File: config.mk
export PLATFORM = sky130hd
export DESIGN_NAME = seq_pattern_tx_flat
export DESIGN_NICKNAME = d
export VERILOG_FILES = /design/src/rtl/seq_pattern_tx_if.sv /design/src/rtl/seq_pattern_tx.sv /design/src/flat_wrapper.sv
export SDC_FILE = /design/constraint.sdc
export NUM_CORES = 1
export LEC_CHECK = 0
export CORE_MARGIN = 2
export CORE_UTILIZATION = 53
export CTS_CLUSTER_DIAMETER = 50
export CTS_CLUSTER_SIZE = 25
export DETAILED_ROUTE_END_ITERATION = 10
export GPL_ROUTABILITY_DRIVEN = 0
export PLACE_DENSITY_LB_ADDON = 0.08
export SLEW_MARGIN = 20
export SYNTH_ARGS = -nofsm -noshare
export SYNTH_HDL_FRONTEND = slang
export SYNTH_SLANG_ARGS = --single-unit
File: constraint.sdc
create_clock -name clk -period 2.3 [get_ports clk]
set_clock_uncertainty 0.05 [all_clocks]
set_input_delay 0.46 -clock clk [delete_from_list [all_inputs] [get_ports clk]]
set_output_delay 0.46 -clock clk [all_outputs]
set_load 0.01 [all_outputs]
File: src/rtl/seq_pattern_tx_if.sv
// Control and serial-output bundle for the seq_pattern_tx pattern transmitter.
// The master side issues commands; the slave side (the transmitter) drives the stream.
interface seq_pattern_tx_if #(
    parameter int PAT_W = 4,
    parameter int CNT_W = 8
);
    logic             load_pat;
    logic [PAT_W-1:0] pat_in;
    logic             start;
    logic [CNT_W-1:0] reps;
    logic             abort;
    logic             out;
    logic             out_valid;
    logic             busy;
    logic             frame_end;
    logic             done;

    modport master (
        output load_pat, pat_in, start, reps, abort,
        input  out, out_valid, busy, frame_end, done
    );

    modport slave (
        input  load_pat, pat_in, start, reps, abort,
        output out, out_valid, busy, frame_end, done
    );
endinterface

File: src/rtl/seq_pattern_tx.sv
// Serial pattern transmitter: shifts a PAT_W-bit pattern out MSB-first,
// repeated a programmable number of times with GAP idle cycles in between.
// Every output is a register; nothing is combinational from the inputs.
module seq_pattern_tx #(
    parameter int               PAT_W   = 4,
    parameter logic [PAT_W-1:0] PATTERN = 4'b1001,
    parameter int               GAP     = 1,
    parameter int               CNT_W   = 8
) (
    input  logic               clk,
    input  logic               rst,
    seq_pattern_tx_if.slave    bus
);
    localparam logic [1:0] S_IDLE = 2'd0;
    localparam logic [1:0] S_SEND = 2'd1;
    localparam logic [1:0] S_GAP  = 2'd2;

    localparam int BW = $clog2(PAT_W);
    // Sized so that the counter is at least one bit wide even when GAP is 0.
    localparam int GW = $clog2(GAP + 2);

    localparam logic [BW-1:0] BIT_MSB = BW'(PAT_W - 1);

    logic [1:0]       r_state;
    logic [PAT_W-1:0] r_pat;
    logic [BW-1:0]    r_bit;
    logic [CNT_W-1:0] r_reps;
    logic [GW-1:0]    r_gap;
    logic             r_out;
    logic             r_out_valid;
    logic             r_busy;
    logic             r_frame_end;
    logic             r_done;

    logic             w_start_ok;
    logic [PAT_W-1:0] w_next_pat;

    // A start is taken only with a non-zero count, and abort overrides it.
    assign w_start_ok = bus.start && (bus.reps != '0) && !bus.abort;
    // A same-cycle load_pat supplies the pattern for the burst being started.
    assign w_next_pat = bus.load_pat ? bus.pat_in : r_pat;

    // Burst sequencer: state, counters, pattern register and registered outputs.
    // NOTE: every register here, the pattern register included, is reset and updated with <= so all bits move together on the edge.
    always_ff @(posedge clk or negedge rst) begin
        if (!rst) begin
            r_state     <= S_IDLE;
            r_pat       <= PATTERN;
            r_bit       <= '0;
            r_reps      <= '0;
            r_gap       <= '0;
            r_out       <= 1'b0;
            r_out_valid <= 1'b0;
            r_busy      <= 1'b0;
            r_frame_end <= 1'b0;
            r_done      <= 1'b0;
        end else begin
            r_frame_end <= 1'b0;
            r_done      <= 1'b0;
            case (r_state)
                S_IDLE: begin
                    r_out       <= 1'b0;
                    r_out_valid <= 1'b0;
                    r_busy      <= 1'b0;
                    if (bus.load_pat) begin
                        r_pat <= bus.pat_in;
                    end
                    if (w_start_ok) begin
                        r_state     <= S_SEND;
                        r_reps      <= bus.reps;
                        r_bit       <= BIT_MSB;
                        r_out       <= w_next_pat[PAT_W-1];
                        r_out_valid <= 1'b1;
                        r_busy      <= 1'b1;
                    end
                end
                S_SEND: begin
                    if (bus.abort) begin
                        r_state     <= S_IDLE;
                        r_reps      <= '0;
                        r_bit       <= '0;
                        r_out       <= 1'b0;
                        r_out_valid <= 1'b0;
                        r_busy      <= 1'b0;
                    end else if (r_bit != '0) begin
                        r_bit       <= r_bit - 1'b1;
                        r_out       <= r_pat[r_bit - 1'b1];
                        r_frame_end <= (r_bit == BW'(1));
                    end else if (r_reps == CNT_W'(1)) begin
                        // Final frame complete: done is the only output left high.
                        r_state     <= S_IDLE;
                        r_reps      <= '0;
                        r_out       <= 1'b0;
                        r_out_valid <= 1'b0;
                        r_busy      <= 1'b0;
                        r_done      <= 1'b1;
                    end else begin
                        r_reps <= r_reps - 1'b1;
                        if (GAP > 0) begin
                            r_state     <= S_GAP;
                            r_gap       <= GW'(GAP - 1);
                            r_out       <= 1'b0;
                            r_out_valid <= 1'b0;
                        end else begin
                            r_bit <= BIT_MSB;
                            r_out <= r_pat[PAT_W-1];
                        end
                    end
                end
                S_GAP: begin
                    if (bus.abort) begin
                        r_state     <= S_IDLE;
                        r_reps      <= '0;
                        r_bit       <= '0;
                        r_gap       <= '0;
                        r_out       <= 1'b0;
                        r_out_valid <= 1'b0;
                        r_busy      <= 1'b0;
                    end else if (r_gap == '0) begin
                        r_state     <= S_SEND;
                        r_bit       <= BIT_MSB;
                        r_out       <= r_pat[PAT_W-1];
                        r_out_valid <= 1'b1;
                    end else begin
                        r_gap <= r_gap - 1'b1;
                    end
                end
                default: begin
                    r_state     <= S_IDLE;
                    r_out       <= 1'b0;
                    r_out_valid <= 1'b0;
                    r_busy      <= 1'b0;
                end
            endcase
        end
    end

    assign bus.out       = r_out;
    assign bus.out_valid = r_out_valid;
    assign bus.busy      = r_busy;
    assign bus.frame_end = r_frame_end;
    assign bus.done      = r_done;
endmodule

File: src/flat_wrapper.sv
// flat-port wrapper written by rule: the top's interface ports become plain ports
module seq_pattern_tx_flat 
#(
    parameter int               PAT_W   = 4,
    parameter logic [PAT_W-1:0] PATTERN = 4'b1001,
    parameter int               GAP     = 1,
    parameter int               CNT_W   = 8
)
  (clk, rst, bus_load_pat, bus_pat_in, bus_start, bus_reps, bus_abort, bus_out, bus_out_valid, bus_busy, bus_frame_end, bus_done);
  seq_pattern_tx_if #(.PAT_W(PAT_W), .CNT_W(CNT_W)) bus_i ();
  input  logic clk;
  input  logic rst;
  input wire logic [$bits(bus_i.load_pat)-1:0] bus_load_pat;
  input wire logic [$bits(bus_i.pat_in)-1:0] bus_pat_in;
  input wire logic [$bits(bus_i.start)-1:0] bus_start;
  input wire logic [$bits(bus_i.reps)-1:0] bus_reps;
  input wire logic [$bits(bus_i.abort)-1:0] bus_abort;
  output wire logic [$bits(bus_i.out)-1:0] bus_out;
  output wire logic [$bits(bus_i.out_valid)-1:0] bus_out_valid;
  output wire logic [$bits(bus_i.busy)-1:0] bus_busy;
  output wire logic [$bits(bus_i.frame_end)-1:0] bus_frame_end;
  output wire logic [$bits(bus_i.done)-1:0] bus_done;
  assign bus_i.load_pat = bus_load_pat;
  assign bus_i.pat_in = bus_pat_in;
  assign bus_i.start = bus_start;
  assign bus_i.reps = bus_reps;
  assign bus_i.abort = bus_abort;
  assign bus_out = bus_i.out;
  assign bus_out_valid = bus_i.out_valid;
  assign bus_busy = bus_i.busy;
  assign bus_frame_end = bus_i.frame_end;
  assign bus_done = bus_i.done;
  seq_pattern_tx #(.PAT_W(PAT_W), .PATTERN(PATTERN), .GAP(GAP), .CNT_W(CNT_W)) u_core (.clk(clk), .rst(rst), .bus(bus_i));
endmodule
==> impl_metrics.ini <==
[power_and_ir_drop]
total_power_mw = 1.96
p_comb_frac = 0.535
p_sw_frac = 0.404
switchingPower_mw = 0.791
max-vdd-ir-drop_v = 0.000712
total_leakage_power_nw = 0.794
power.internal_mw = 1.16
p_seq_frac = 0.362
power.density_nw_per_um2 = 1090
pwr-share-clk = 0.103

[placement]
io_buffers = 21
post-dp-hpwl_um = 2460
post-place-ws_ps = -2.71
post_dp_cell_area_um2 = 1770
placed_cells = 205

[floorplan]
die_area_um2 = 3240
start_util = 0.547
ios = 22
fp.dieW_um = 56.9
fp.coreArea_um2 = 2710
die_y_um = 56.9
rows = 19

[timing]
slew_viol_final = 0
whs_ps = 414
fmax_mhz = 493
worst_slew_pin_slew_ps = 498
worst_slack_ps = 270
final_hold_viol_count = 0
finalCritPeriodShare = 0.883
setup_viol = 0
final.min_clock_period_ps = 2030
rsz0062_at_grt = false
fin_tns_setup_ps = 0
slew_headroom = 0.667

[setup_path]
worstPathArrival_ps = 2210
path_class = reg -> reg
cp.required_ps = 2480
endpoint_kind = flip-flop
slowest_delay_ps = 450
critPathBufInv = 2
slowest_stage = dfrtp_1
worstPathMaxFanout = 11
critPathTopFamily = compound AO/OA/AOI/OAI gates
start_kind = flip-flop
crit_chain = inv_1 > ha_1 > nand2b_2 > a21oi_2 > a2111oi_4 > buf_4 > o21ai_1 > a22o_1

[detailed_routing]
firstDrtPassIters = 4
drtIter0Drc = 43
ant_nets = 0
route.detailed.drc = 0
vias_per_cell = 5.84
avgRoutedWirePerCell_um = 14.8
vias = 1220
wl_um = 3100

[layout]
final_cell_mix = clkdlybuf4s50_1, dfrtp_1, inv_1
design_area_um2 = 1800
stdcell_count = 209
antennaDiodeCount = 0
syn2layout_area_growth_pct = 21.4
multi_input_area_um2 = 821
fill_cells = 230
nets = 205
ff_latch_area_um2 = 578
fin_util = 0.664
drive_gt1_frac = 0.157

[worst_hold_path]
hold_class = in -> async

[yosys]
synth.top_cells.by_area = dfrtp_1, ha_1, inv_1
synth_top_area_frac = 0.354
netlist_instances = 148
avgSynthCellArea_um2 = 10.0
ys.flop_type = dfrtp_1
synth-edff-count = 0
synthArstFlopShare = 1.00
yosysSeqAreaShare = 0.390
syn_nets = 174
yosys.area.top_type = dfrtp_1
synth_warnings = 0
synthDistinctLibCells = 42
synth_seq_cells = 23
syn_area_um2 = 1480

[cts]
cts_made_buffers = 3
cts_setup_buffers = 0
postCtsHoldBufs = 0
cts.sinks = 23
insertion_delay_ps = 320
h-tree-depth = 1
cts_tree = built
clk_pin_slew_ps = 140
cts_resized = 0
clk_path_buf_depth = 2
root_buffer = clkbuf_4

[global_routing]
grt_max_degree = 24
grt.overflow.total = 0
grt_antenna_before_repair = 0
grt_pass1_vias = 1252
grt_usage = 0.214
grt_pass1_wl_um = 5550

[run]
max-cap-violations = 0

[run_status]
outcome = finished clean
-- power by group through the flow --
stage,sequential (mW),clock (mW),combinational [mW]
2_1_floorplan,0.691,0,0.763
3_3_place_gp,0.707,0,1.02
3_5_place_dp,0.715,0,1.04
4_1_cts,0.706,0.205,1.05
5_1_grt,0.733,0.212,1.17
6_report,0.707,0.201,1.05
-- Yosys cell counts, types with 2 or more instances --
| cell type | n |
|---|---|
| a21oi_1 | 9 |
| a21oi_2 | 2 |
| a22o_1 | 6 |
| and2_1 | 2 |
| dfrtp_1 | 21 |
| dfstp_2 | 2 |
| ha_1 | 9 |
| inv_1 | 17 |
| mux2_1 | 2 |
| mux2_2 | 4 |
| mux2i_1 | 4 |
| nand2_1 | 6 |
| nand2b_1 | 9 |
| nor2_1 | 7 |
| nor2b_1 | 2 |
| nor3_1 | 3 |
| nor4_1 | 2 |
| o211ai_1 | 2 |
| o21a_1 | 2 |
| o21ai_0 | 4 |
| o21ai_1 | 6 |
| o22ai_1 | 4 |
| o32ai_1 | 2 |
| o41ai_1 | 2 |
| or3_1 | 2 |
-- final timing paths --
kind	endpoint	slack [ps]	depth (start not counted)	from
worst max-delay path	u_core.r_reps[6]$_DFFE_PN0P_	270	8	u_core.r_bit[0]$_DFFE_PN0P_
worst min-delay path	u_core.r_reps[6]$_DFFE_PN0P_	410	2	rst
worst max register to register	u_core.r_reps[6]$_DFFE_PN0P_	270	8	u_core.r_bit[0]$_DFFE_PN0P_
worst min register to register	u_core.r_gap[0]$_DFFE_PN0P_	480	2	u_core.r_gap[0]$_DFFE_PN0P_
max in group asynchronous	u_core.r_pat[3]$_DFFE_PN1N_	1500	2	rst
min in group clk	u_core.r_gap[0]$_DFFE_PN0P_	480	2	u_core.r_gap[0]$_DFFE_PN0P_
-- layout make-up --
type                            instances  area share
Inverter                               17      0.0355
Multi-Input combinational cell        105       0.456
Timing Repair Buffer                   29       0.150
Tap cell                               31      0.0216
Clock inverter                          1     0.00278
Sequential cell                        23       0.321
Clock buffer                            3      0.0125
-- metal layers --
metal | part of all wire | GRT usage | up-vias
met5 | 0 | 0 | -
met4 | 0.018 | 0.0764 | 0
met1 | 0.46 | 0.276 | 586
li1 | - | - | 603
met3 | 0.032 | 0.0300 | 8
met2 | 0.49 | 0.365 | 23
-- cells by family after synthesis --
family | after synthesis | share of synthesized area
DFF | 23 | 0.390
buffers and inverters | 20 | 0.0565
and+or+nand+nor | 40 | 0.160
adders and majority gates | 9 | 0.0760
AOI/OAI and AO/OA | 45 | 0.230
muxes | 11 | 0.0878
-- flip-flops by register name, summed over array words and instances (netlist names) --
signal and flops:
u_core.r_state 2, u_core.bus.out 1, u_core.bus.out_valid 1, u_core.r_pat 4, u_core.r_gap 2, u_core.bus.done 1, u_core.bus.busy 1, u_core.r_reps 8
u_core.r_bit 2, u_core.bus.frame_end 1
Power figures use the tool's default switching activity.
